===== config.mk =====
export PLATFORM = sky130hd
export DESIGN_NAME = ucode_checkpoint_monitor_flat
export DESIGN_NICKNAME = d
export VERILOG_FILES = /design/src/rtl/ucode_checkpoint_monitor_if.sv /design/src/rtl/ucode_checkpoint_monitor.sv /design/src/flat_wrapper.sv
export SDC_FILE = /design/constraint.sdc
export NUM_CORES = 2
export LEC_CHECK = 0
export ABC_AREA = 0
export CORE_MARGIN = 2
export CORE_UTILIZATION = 40
export CTS_CLUSTER_SIZE = 14
export DETAILED_ROUTE_END_ITERATION = 12
export DONT_BUFFER_PORTS = 1
export SLEW_MARGIN = 40
export SYNTH_ARGS = -nofsm -noshare
export SYNTH_HDL_FRONTEND = slang
export SYNTH_SLANG_ARGS = --single-unit

===== constraint.sdc =====
create_clock -name clk -period 22.1 [get_ports clk]
set_input_delay 5.525 -clock clk [delete_from_list [all_inputs] [get_ports clk]]
set_output_delay 5.525 -clock clk [all_outputs]
set_load 0.005 [all_outputs]

===== src/rtl/ucode_checkpoint_monitor_if.sv =====
// Retire/redirect bus between the microcode tracer/control unit and the
// checkpoint monitor. The master side is the CPU (tracer + control unit).
// The slave side is the monitor.
interface ucode_checkpoint_monitor_if #(
    parameter int PC_W = 12
);
    logic            ret_valid;
    logic [PC_W-1:0] ret_pc;
    logic            ret_cont;
    logic [PC_W-1:0] ret_cont_a;
    logic [PC_W-1:0] next_pc;
    logic            redir_valid;
    logic [PC_W-1:0] redir_pc;

    modport master (
        output ret_valid, ret_pc, ret_cont, ret_cont_a, next_pc,
        input  redir_valid, redir_pc
    );

    modport slave (
        input  ret_valid, ret_pc, ret_cont, ret_cont_a, next_pc,
        output redir_valid, redir_pc
    );
endinterface


===== src/rtl/ucode_checkpoint_monitor.sv =====
// Table-driven microcode checkpoint monitor.
// Retired microinstructions are matched against N_ENT programmable entries
// (PASS/FAIL/FINISH/SKIP/LOOP). The monitor produces registered event pulses,
// a sticky pass bitmap, a run verdict, a cycle-limit timeout and uPC redirects.
module ucode_checkpoint_monitor #(
    parameter int PC_W  = 12,
    parameter int N_ENT = 16,
    parameter int CNT_W = 16,
    parameter int LIM_W = 32,
    localparam int IW   = $clog2(N_ENT)
) (
    input  logic              clk,
    input  logic              reset,
    input  logic              cfg_we,
    input  logic [IW-1:0]     cfg_idx,
    input  logic [2:0]        cfg_kind,
    input  logic [PC_W-1:0]   cfg_a,
    input  logic [PC_W-1:0]   cfg_b,
    input  logic [PC_W-1:0]   cfg_tgt,
    input  logic [CNT_W-1:0]  cfg_cnt,
    input  logic              enable,
    input  logic [LIM_W-1:0]  limit,
    ucode_checkpoint_monitor_if.slave mon,
    output logic              ev_valid,
    output logic [IW-1:0]     ev_idx,
    output logic [2:0]        ev_kind,
    output logic [N_ENT-1:0]  pass_map,
    output logic [2:0]        state,
    output logic [LIM_W-1:0]  cycles
);

    localparam logic [2:0] K_PASS   = 3'd1;
    localparam logic [2:0] K_FAIL   = 3'd2;
    localparam logic [2:0] K_FINISH = 3'd3;
    localparam logic [2:0] K_SKIP   = 3'd4;
    localparam logic [2:0] K_LOOP   = 3'd5;

    typedef enum logic [2:0] {
        ST_IDLE    = 3'd0,
        ST_RUN     = 3'd1,
        ST_PASS    = 3'd2,
        ST_FAIL    = 3'd3,
        ST_TIMEOUT = 3'd4
    } state_e;

    state_e state_q, state_d;

    // Checkpoint table plus per-entry loop iteration counters
    logic [2:0]       kind_q [N_ENT];
    logic [2:0]       kind_d [N_ENT];
    logic [PC_W-1:0]  a_q    [N_ENT];
    logic [PC_W-1:0]  a_d    [N_ENT];
    logic [PC_W-1:0]  b_q    [N_ENT];
    logic [PC_W-1:0]  b_d    [N_ENT];
    logic [PC_W-1:0]  tgt_q  [N_ENT];
    logic [PC_W-1:0]  tgt_d  [N_ENT];
    logic [CNT_W-1:0] cnt_q  [N_ENT];
    logic [CNT_W-1:0] cnt_d  [N_ENT];
    logic [CNT_W-1:0] lcnt_q [N_ENT];
    logic [CNT_W-1:0] lcnt_d [N_ENT];

    logic [LIM_W-1:0] cycles_q, cycles_d;
    logic [N_ENT-1:0] pass_map_q, pass_map_d;
    logic             ev_valid_q, ev_valid_d;
    logic [IW-1:0]    ev_idx_q, ev_idx_d;
    logic [2:0]       ev_kind_q, ev_kind_d;
    logic             redir_valid_q, redir_valid_d;
    logic [PC_W-1:0]  redir_pc_q, redir_pc_d;

    logic [N_ENT-1:0] match_s;
    logic             any_hit_s;
    logic             fail_hit_s;
    logic [IW-1:0]    hit_idx_s;
    logic [IW-1:0]    fail_idx_s;
    logic [IW-1:0]    win_idx_s;
    logic [2:0]       win_kind_s;
    logic             hit_s;
    logic             loop_more_s;
    logic             timeout_s;

    // Per-entry match against the retired instruction; kinds 0, 6 and 7 never match
    always_comb begin
        match_s = {N_ENT{1'b0}};
        for (int i = 0; i < N_ENT; i++) begin
            case (kind_q[i])
                K_PASS, K_LOOP:   match_s[i] = mon.ret_cont && (mon.ret_cont_a == a_q[i]);
                K_FAIL, K_FINISH: match_s[i] = (mon.ret_pc == a_q[i]);
                K_SKIP:           match_s[i] = (mon.ret_pc == a_q[i]) && (mon.next_pc == b_q[i]);
                default:          match_s[i] = 1'b0;
            endcase
        end
    end

    // Arbitration: lowest-index FAIL first, otherwise lowest-index match of any kind
    always_comb begin
        any_hit_s  = 1'b0;
        fail_hit_s = 1'b0;
        hit_idx_s  = {IW{1'b0}};
        fail_idx_s = {IW{1'b0}};
        for (int i = N_ENT - 1; i >= 0; i--) begin
            if (match_s[i]) begin
                any_hit_s = 1'b1;
                hit_idx_s = IW'(i);
                if (kind_q[i] == K_FAIL) begin
                    fail_hit_s = 1'b1;
                    fail_idx_s = IW'(i);
                end else begin
                    fail_hit_s = fail_hit_s;
                end
            end else begin
                any_hit_s = any_hit_s;
            end
        end
        win_idx_s  = fail_hit_s ? fail_idx_s : hit_idx_s;
        win_kind_s = kind_q[win_idx_s];
    end

    // Next-state, table update and registered-output computation
    always_comb begin
        state_d       = state_q;
        cycles_d      = cycles_q;
        pass_map_d    = pass_map_q;
        ev_valid_d    = 1'b0;
        ev_idx_d      = ev_idx_q;
        ev_kind_d     = ev_kind_q;
        redir_valid_d = 1'b0;
        redir_pc_d    = redir_pc_q;
        kind_d        = kind_q;
        a_d           = a_q;
        b_d           = b_q;
        tgt_d         = tgt_q;
        cnt_d         = cnt_q;
        lcnt_d        = lcnt_q;

        // Retires only count while running with enable still high
        hit_s       = (state_q == ST_RUN) && enable && mon.ret_valid && any_hit_s;
        loop_more_s = ((CNT_W+1)'(lcnt_q[win_idx_s]) + (CNT_W+1)'(1)) < (CNT_W+1)'(cnt_q[win_idx_s]);
        timeout_s   = (limit != {LIM_W{1'b0}}) && (cycles_q == (limit - LIM_W'(1)));

        case (state_q)
            ST_IDLE: begin
                if (cfg_we) begin
                    kind_d[cfg_idx] = cfg_kind;
                    a_d[cfg_idx]    = cfg_a;
                    b_d[cfg_idx]    = cfg_b;
                    tgt_d[cfg_idx]  = cfg_tgt;
                    cnt_d[cfg_idx]  = cfg_cnt;
                end else begin
                    kind_d = kind_q;
                end
                if (enable) begin
                    state_d    = ST_RUN;
                    cycles_d   = {LIM_W{1'b0}};
                    pass_map_d = {N_ENT{1'b0}};
                    for (int i = 0; i < N_ENT; i++) begin
                        lcnt_d[i] = {CNT_W{1'b0}};
                    end
                end else begin
                    state_d = ST_IDLE;
                end
            end
            ST_RUN: begin
                if (!enable) begin
                    state_d = ST_IDLE;
                end else begin
                    if (cycles_q != {LIM_W{1'b1}}) begin
                        cycles_d = cycles_q + LIM_W'(1);
                    end else begin
                        cycles_d = cycles_q;
                    end
                    // Timeout first so a same-cycle FAIL/FINISH overrides it below
                    if (timeout_s) begin
                        state_d = ST_TIMEOUT;
                    end else begin
                        state_d = ST_RUN;
                    end
                    if (hit_s) begin
                        if ((win_kind_s == K_LOOP) && loop_more_s) begin
                            lcnt_d[win_idx_s] = lcnt_q[win_idx_s] + CNT_W'(1);
                            redir_valid_d     = 1'b1;
                            redir_pc_d        = a_q[win_idx_s];
                        end else begin
                            ev_valid_d             = 1'b1;
                            ev_idx_d               = win_idx_s;
                            ev_kind_d              = win_kind_s;
                            pass_map_d[win_idx_s]  = 1'b1;
                            case (win_kind_s)
                                K_FAIL:   state_d = ST_FAIL;
                                K_FINISH: state_d = ST_PASS;
                                K_SKIP: begin
                                    redir_valid_d = 1'b1;
                                    redir_pc_d    = tgt_q[win_idx_s];
                                end
                                K_LOOP:   lcnt_d[win_idx_s] = {CNT_W{1'b0}};
                                default:  state_d = state_d;
                            endcase
                        end
                    end else begin
                        ev_valid_d = 1'b0;
                    end
                end
            end
            ST_PASS, ST_FAIL, ST_TIMEOUT: begin
                if (!enable) begin
                    state_d = ST_IDLE;
                end else begin
                    state_d = state_q;
                end
            end
            default: state_d = ST_IDLE;
        endcase
    end

    // State, table and output registers; asynchronous active-low reset
    always_ff @(posedge clk or negedge reset) begin
        if (!reset) begin
            state_q       <= ST_IDLE;
            cycles_q      <= {LIM_W{1'b0}};
            pass_map_q    <= {N_ENT{1'b0}};
            ev_valid_q    <= 1'b0;
            ev_idx_q      <= {IW{1'b0}};
            ev_kind_q     <= 3'd0;
            redir_valid_q <= 1'b0;
            redir_pc_q    <= {PC_W{1'b0}};
            for (int i = 0; i < N_ENT; i++) begin
                kind_q[i] <= 3'd0;
                a_q[i]    <= {PC_W{1'b0}};
                b_q[i]    <= {PC_W{1'b0}};
                tgt_q[i]  <= {PC_W{1'b0}};
                cnt_q[i]  <= {CNT_W{1'b0}};
                lcnt_q[i] <= {CNT_W{1'b0}};
            end
        end else begin
            state_q       <= state_d;
            cycles_q      <= cycles_d;
            pass_map_q    <= pass_map_d;
            ev_valid_q    <= ev_valid_d;
            ev_idx_q      <= ev_idx_d;
            ev_kind_q     <= ev_kind_d;
            redir_valid_q <= redir_valid_d;
            redir_pc_q    <= redir_pc_d;
            kind_q        <= kind_d;
            a_q           <= a_d;
            b_q           <= b_d;
            tgt_q         <= tgt_d;
            cnt_q         <= cnt_d;
            lcnt_q        <= lcnt_d;
        end
    end

    assign state           = state_q;
    assign cycles          = cycles_q;
    assign pass_map        = pass_map_q;
    assign ev_valid        = ev_valid_q;
    assign ev_idx          = ev_idx_q;
    assign ev_kind         = ev_kind_q;
    assign mon.redir_valid = redir_valid_q;
    assign mon.redir_pc    = redir_pc_q;

endmodule

===== src/flat_wrapper.sv =====
// flat-port wrapper written by rule: the top's interface ports become plain ports
module ucode_checkpoint_monitor_flat 
#(
    parameter int PC_W  = 12,
    parameter int N_ENT = 16,
    parameter int CNT_W = 16,
    parameter int LIM_W = 32,
    localparam int IW   = $clog2(N_ENT)
)
  (clk, reset, cfg_we, cfg_idx, cfg_kind, cfg_a, cfg_b, cfg_tgt, cfg_cnt, enable, limit, ev_valid, ev_idx, ev_kind, pass_map, state, cycles, mon_ret_valid, mon_ret_pc, mon_ret_cont, mon_ret_cont_a, mon_next_pc, mon_redir_valid, mon_redir_pc);
  ucode_checkpoint_monitor_if #(.PC_W(PC_W)) mon_i ();
  input  logic clk;
  input  logic reset;
  input  logic cfg_we;
  input  logic [IW-1:0] cfg_idx;
  input  logic [2:0] cfg_kind;
  input  logic [PC_W-1:0] cfg_a;
  input  logic [PC_W-1:0] cfg_b;
  input  logic [PC_W-1:0] cfg_tgt;
  input  logic [CNT_W-1:0] cfg_cnt;
  input  logic enable;
  input  logic [LIM_W-1:0] limit;
  output logic ev_valid;
  output logic [IW-1:0] ev_idx;
  output logic [2:0] ev_kind;
  output logic [N_ENT-1:0] pass_map;
  output logic [2:0] state;
  output logic [LIM_W-1:0] cycles;
  input wire logic [$bits(mon_i.ret_valid)-1:0] mon_ret_valid;
  input wire logic [$bits(mon_i.ret_pc)-1:0] mon_ret_pc;
  input wire logic [$bits(mon_i.ret_cont)-1:0] mon_ret_cont;
  input wire logic [$bits(mon_i.ret_cont_a)-1:0] mon_ret_cont_a;
  input wire logic [$bits(mon_i.next_pc)-1:0] mon_next_pc;
  output wire logic [$bits(mon_i.redir_valid)-1:0] mon_redir_valid;
  output wire logic [$bits(mon_i.redir_pc)-1:0] mon_redir_pc;
  assign mon_i.ret_valid = mon_ret_valid;
  assign mon_i.ret_pc = mon_ret_pc;
  assign mon_i.ret_cont = mon_ret_cont;
  assign mon_i.ret_cont_a = mon_ret_cont_a;
  assign mon_i.next_pc = mon_next_pc;
  assign mon_redir_valid = mon_i.redir_valid;
  assign mon_redir_pc = mon_i.redir_pc;
  ucode_checkpoint_monitor #(.PC_W(PC_W), .N_ENT(N_ENT), .CNT_W(CNT_W), .LIM_W(LIM_W)) u_core (.clk(clk), .reset(reset), .cfg_we(cfg_we), .cfg_idx(cfg_idx), .cfg_kind(cfg_kind), .cfg_a(cfg_a), .cfg_b(cfg_b), .cfg_tgt(cfg_tgt), .cfg_cnt(cfg_cnt), .enable(enable), .limit(limit), .mon(mon_i), .ev_valid(ev_valid), .ev_idx(ev_idx), .ev_kind(ev_kind), .pass_map(pass_map), .state(state), .cycles(cycles));
endmodule

==> impl_metrics.json <==
{
  "report.final.setup_viol": 0,
  "vias_per_cell": 6.02,
  "place_area_mm2": 0.0672,
  "cts_max_level": 4,
  "fin_crit_ns": 14.01,
  "skew_ns": 0.0590,
  "holdWs_ns": 0.476,
  "grtUsageTotal": 0.278,
  "rows": 148,
  "cp-start-kind": "input pin",
  "final_cell_mix": "1208 x dfrtp_1, 1029 x nand2_1, 896 x mux2_2",
  "fin_nets": 6284,
  "max_stage_delay_ns": 0.72,
  "tightest_slew_ns": 0.913,
  "min_path_cells": 2,
  "clkSlewWorstSetupHoldPaths_ns": 0.06,
  "drtIter0Drc": 4854,
  "initial_core_util": 0.402,
  "die-height_um": 408,
  "route.detailed.drc": 0,
  "rsz0062_at_grt": "no",
  "routedWlPerCell_um": 28.0,
  "cap_violations": 0,
  "max_freq_ghz": 0.0714,
  "r2r-start": "u_core.kind_q[12]",
  "final-hold-violation-count": 0,
  "fin_tns_setup_ns": 0,
  "clockBufferDepth": 3,
  "cp_slowest_cell": "o2111ai_1",
  "irDropWorstVdd_mv": 0.0691,
  "outcome": "finished, final reports clean",
  "clockRootBuffer": "clkbuf_16",
  "routed-via-count": 50672,
  "crit_path_end_kind": "register",
  "ys_seq_area_frac": 0.463,
  "r2r_end": "u_core.lcnt_q[114]",
  "clk_latency_ns": 0.81,
  "postSynthAreaPerCell_um2": 10.3,
  "critical_path_class": "input pin to register",
  "drt-total-wl_um": 236000,
  "ios": 205,
  "antenna_found_initial": 4,
  "io_buffer_count": 0,
  "async_flop_share": 1.00,
  "design_area_mm2": 0.0719,
  "synth-main-ff-cell": "dfrtp_1",
  "grt_pass1_wl_um": 346000,
  "syn_inst": 6342,
  "crit_arrival_ns": 14.69,
  "grt_pass1_vias": 49624,
  "final_common_cell": "dfrtp_1",
  "r2r_slack_ns": 12.14,
  "crit_required_ns": 22.78,
  "worstHoldEndpoint": "u_core.lcnt_q[27]",
  "grt-ovfl-total": 0,
  "final.period_utilization": 0.634,
  "cp_max_fo": 132,
  "holdBufCountCts": 0,
  "drtPass1Iterations": 9,
  "die_area_mm2": 0.166,
  "ant_nets": 0,
  "hp-start": "u_core.lcnt_q[27]",
  "max_slew_margin": 0.387,
  "power_density_mw_per_mm2": 84.4,
  "cts_tree": "done",
  "cts-buffers-inserted": 139,
  "drv_slew": 0,
  "synth_edf_count": 0,
  "syn2layout_area_growth_pct": 10.2,
  "grt_max_degree": 133,
  "hp-class": "register to register",
  "drive_gt1_frac": 0.211,
  "place_congestion": 1.00,
  "p_leak_nw": 31.6,
  "netlist_area_mm2": 0.0653,
  "synth_fp_nets": 6493,
  "ys.warnings.count": 0,
  "synth-seq-cells": 1208,
  "place_hpwl_um": 156000,
  "fill_cells": 15404,
  "r2r_cells": 29,
  "synthDistinctLibCells": 107,
  "ctsResizeCount": 0,
  "die-width_um": 408,
  "core-area_mm2": 0.162,
  "cts_sinks": 1208,
  "post_cts_buffers": 0
}
==> layout make-up <==
type                       instances  area (um^2)  area share
clock inverter                    43          648     0.00901
clock buffer                     202         4020      0.0558
antenna                            2         5.00   0.0000696
timing repair buffer              87         1110      0.0155
tap                             2175         2720      0.0378
inverter                          50          188     0.00261
multi-input combinational       4647        33000       0.459
sequential                      1208        30200       0.420
==> Yosys cell counts (all sizes together), types with 21 or more instances <==
cell type / instances / area share
mux2: 899 / 0.16
a21oi: 31 / 0.0025
inv: 50 / 0.0029
clkbuf: 248 / 0.014
nor2b: 22 / 0.0021
xnor2: 60 / 0.0080
nand3: 596 / 0.046
dfrtp: 1208 / 0.46
and2: 24 / 0.0023
nor4: 186 / 0.018
nor3: 95 / 0.0073
xor2: 595 / 0.080
a22o: 48 / 0.0064
mux2i: 99 / 0.015
nand2: 1044 / 0.060
nand4: 90 / 0.0090
nor2: 154 / 0.0089
nand2b: 21 / 0.0020
and3: 21 / 0.0020
o21ai: 329 / 0.027
buf: 189 / 0.020
==> through the flow <==
step | power, mW | util | setup WS (ns) | instances
final | 6.07 | 0.443 | 8.09 | 8414
after global routing | 6.33 | 0.443 | 7.60 | 8413
after CTS | 6.09 | 0.443 | 8.33 | 8410
after detailed placement | 3.73 | 0.414 | 7.52 | 8165
after global placement | 3.69 | 0.411 | 6.72 | 8150
after floorplan | 3.45 | - | 9.62 | 6342
==> worst max-delay path, delay by kind of cell <==
| family | cells | cell delay [ns] |
|---|---|---|
| multiplexers | 1 | 0.60 |
| AO/OA/AOI/OAI | 12 | 4.00 |
| XOR/XNOR | 2 | 0.73 |
| adder cells (fa/ha/maj) | 1 | 0.18 |
| AND/OR/NAND/NOR | 10 | 2.54 |
| buffers and inverters | 3 | 0.93 |
==> per-layer routing <==
| metal | routed length (um) | vias to the layer above | part of all wire | global-route usage |
|---|---|---|---|---|
| met5 | 0 | - | 0 | 0 |
| met4 | 9660 | 0 | 0.041 | 0.110 |
| met3 | 19700 | 461 | 0.084 | 0.0604 |
| met2 | 107000 | 2275 | 0.45 | 0.432 |
| met1 | 99900 | 26001 | 0.42 | 0.378 |
| li1 | - | 21935 | - | - |
==> report_power, final <==
group / switching, mW / internal, mW
Combinational: 0.445 / 0.445
Clock: 1.00 / 1.35
Sequential: 0.300 / 2.53
Total: 1.75 / 4.32
==> how the worst max path moves through the flow <==
stage	start	endpoint	slack, ns	cells after the start
3_5_place_dp	mon_ret_pc[1]	u_core.lcnt_q[194]	7.52	26
4_1_cts	mon_ret_pc[1]	u_core.lcnt_q[66]	8.33	26
2_1_floorplan	mon_ret_pc[4]	u_core.ev_idx[3]	9.62	41
3_3_place_gp	mon_ret_pc[4]	u_core.lcnt_q[226]	6.72	26
5_1_grt	mon_ret_pc[4]	u_core.lcnt_q[130]	7.60	29
6_report	mon_ret_cont_a[1]	u_core.lcnt_q[114]	8.09	29
==> cell families after synthesis <==
family,synth area share
AOI/OAI and AO/OA,0.0657
xor gates and xnor gates,0.0880
adders and majority gates,0.00345
buffers and inverters,0.0369
DFF,0.463
muxes,0.175
and+or+nand+nor,0.168
==> sequential cells by signal, summed over array words and instances, names as in the netlist, 16 cells and up <==
signal and count:
u_core.a_q 192, u_core.b_q 192, u_core.cnt_q 256, u_core.cycles 32, u_core.kind_q 48, u_core.lcnt_q 256, u_core.pass_map 16, u_core.tgt_q 192
Note: power is estimated with default switching activity, not from simulation.
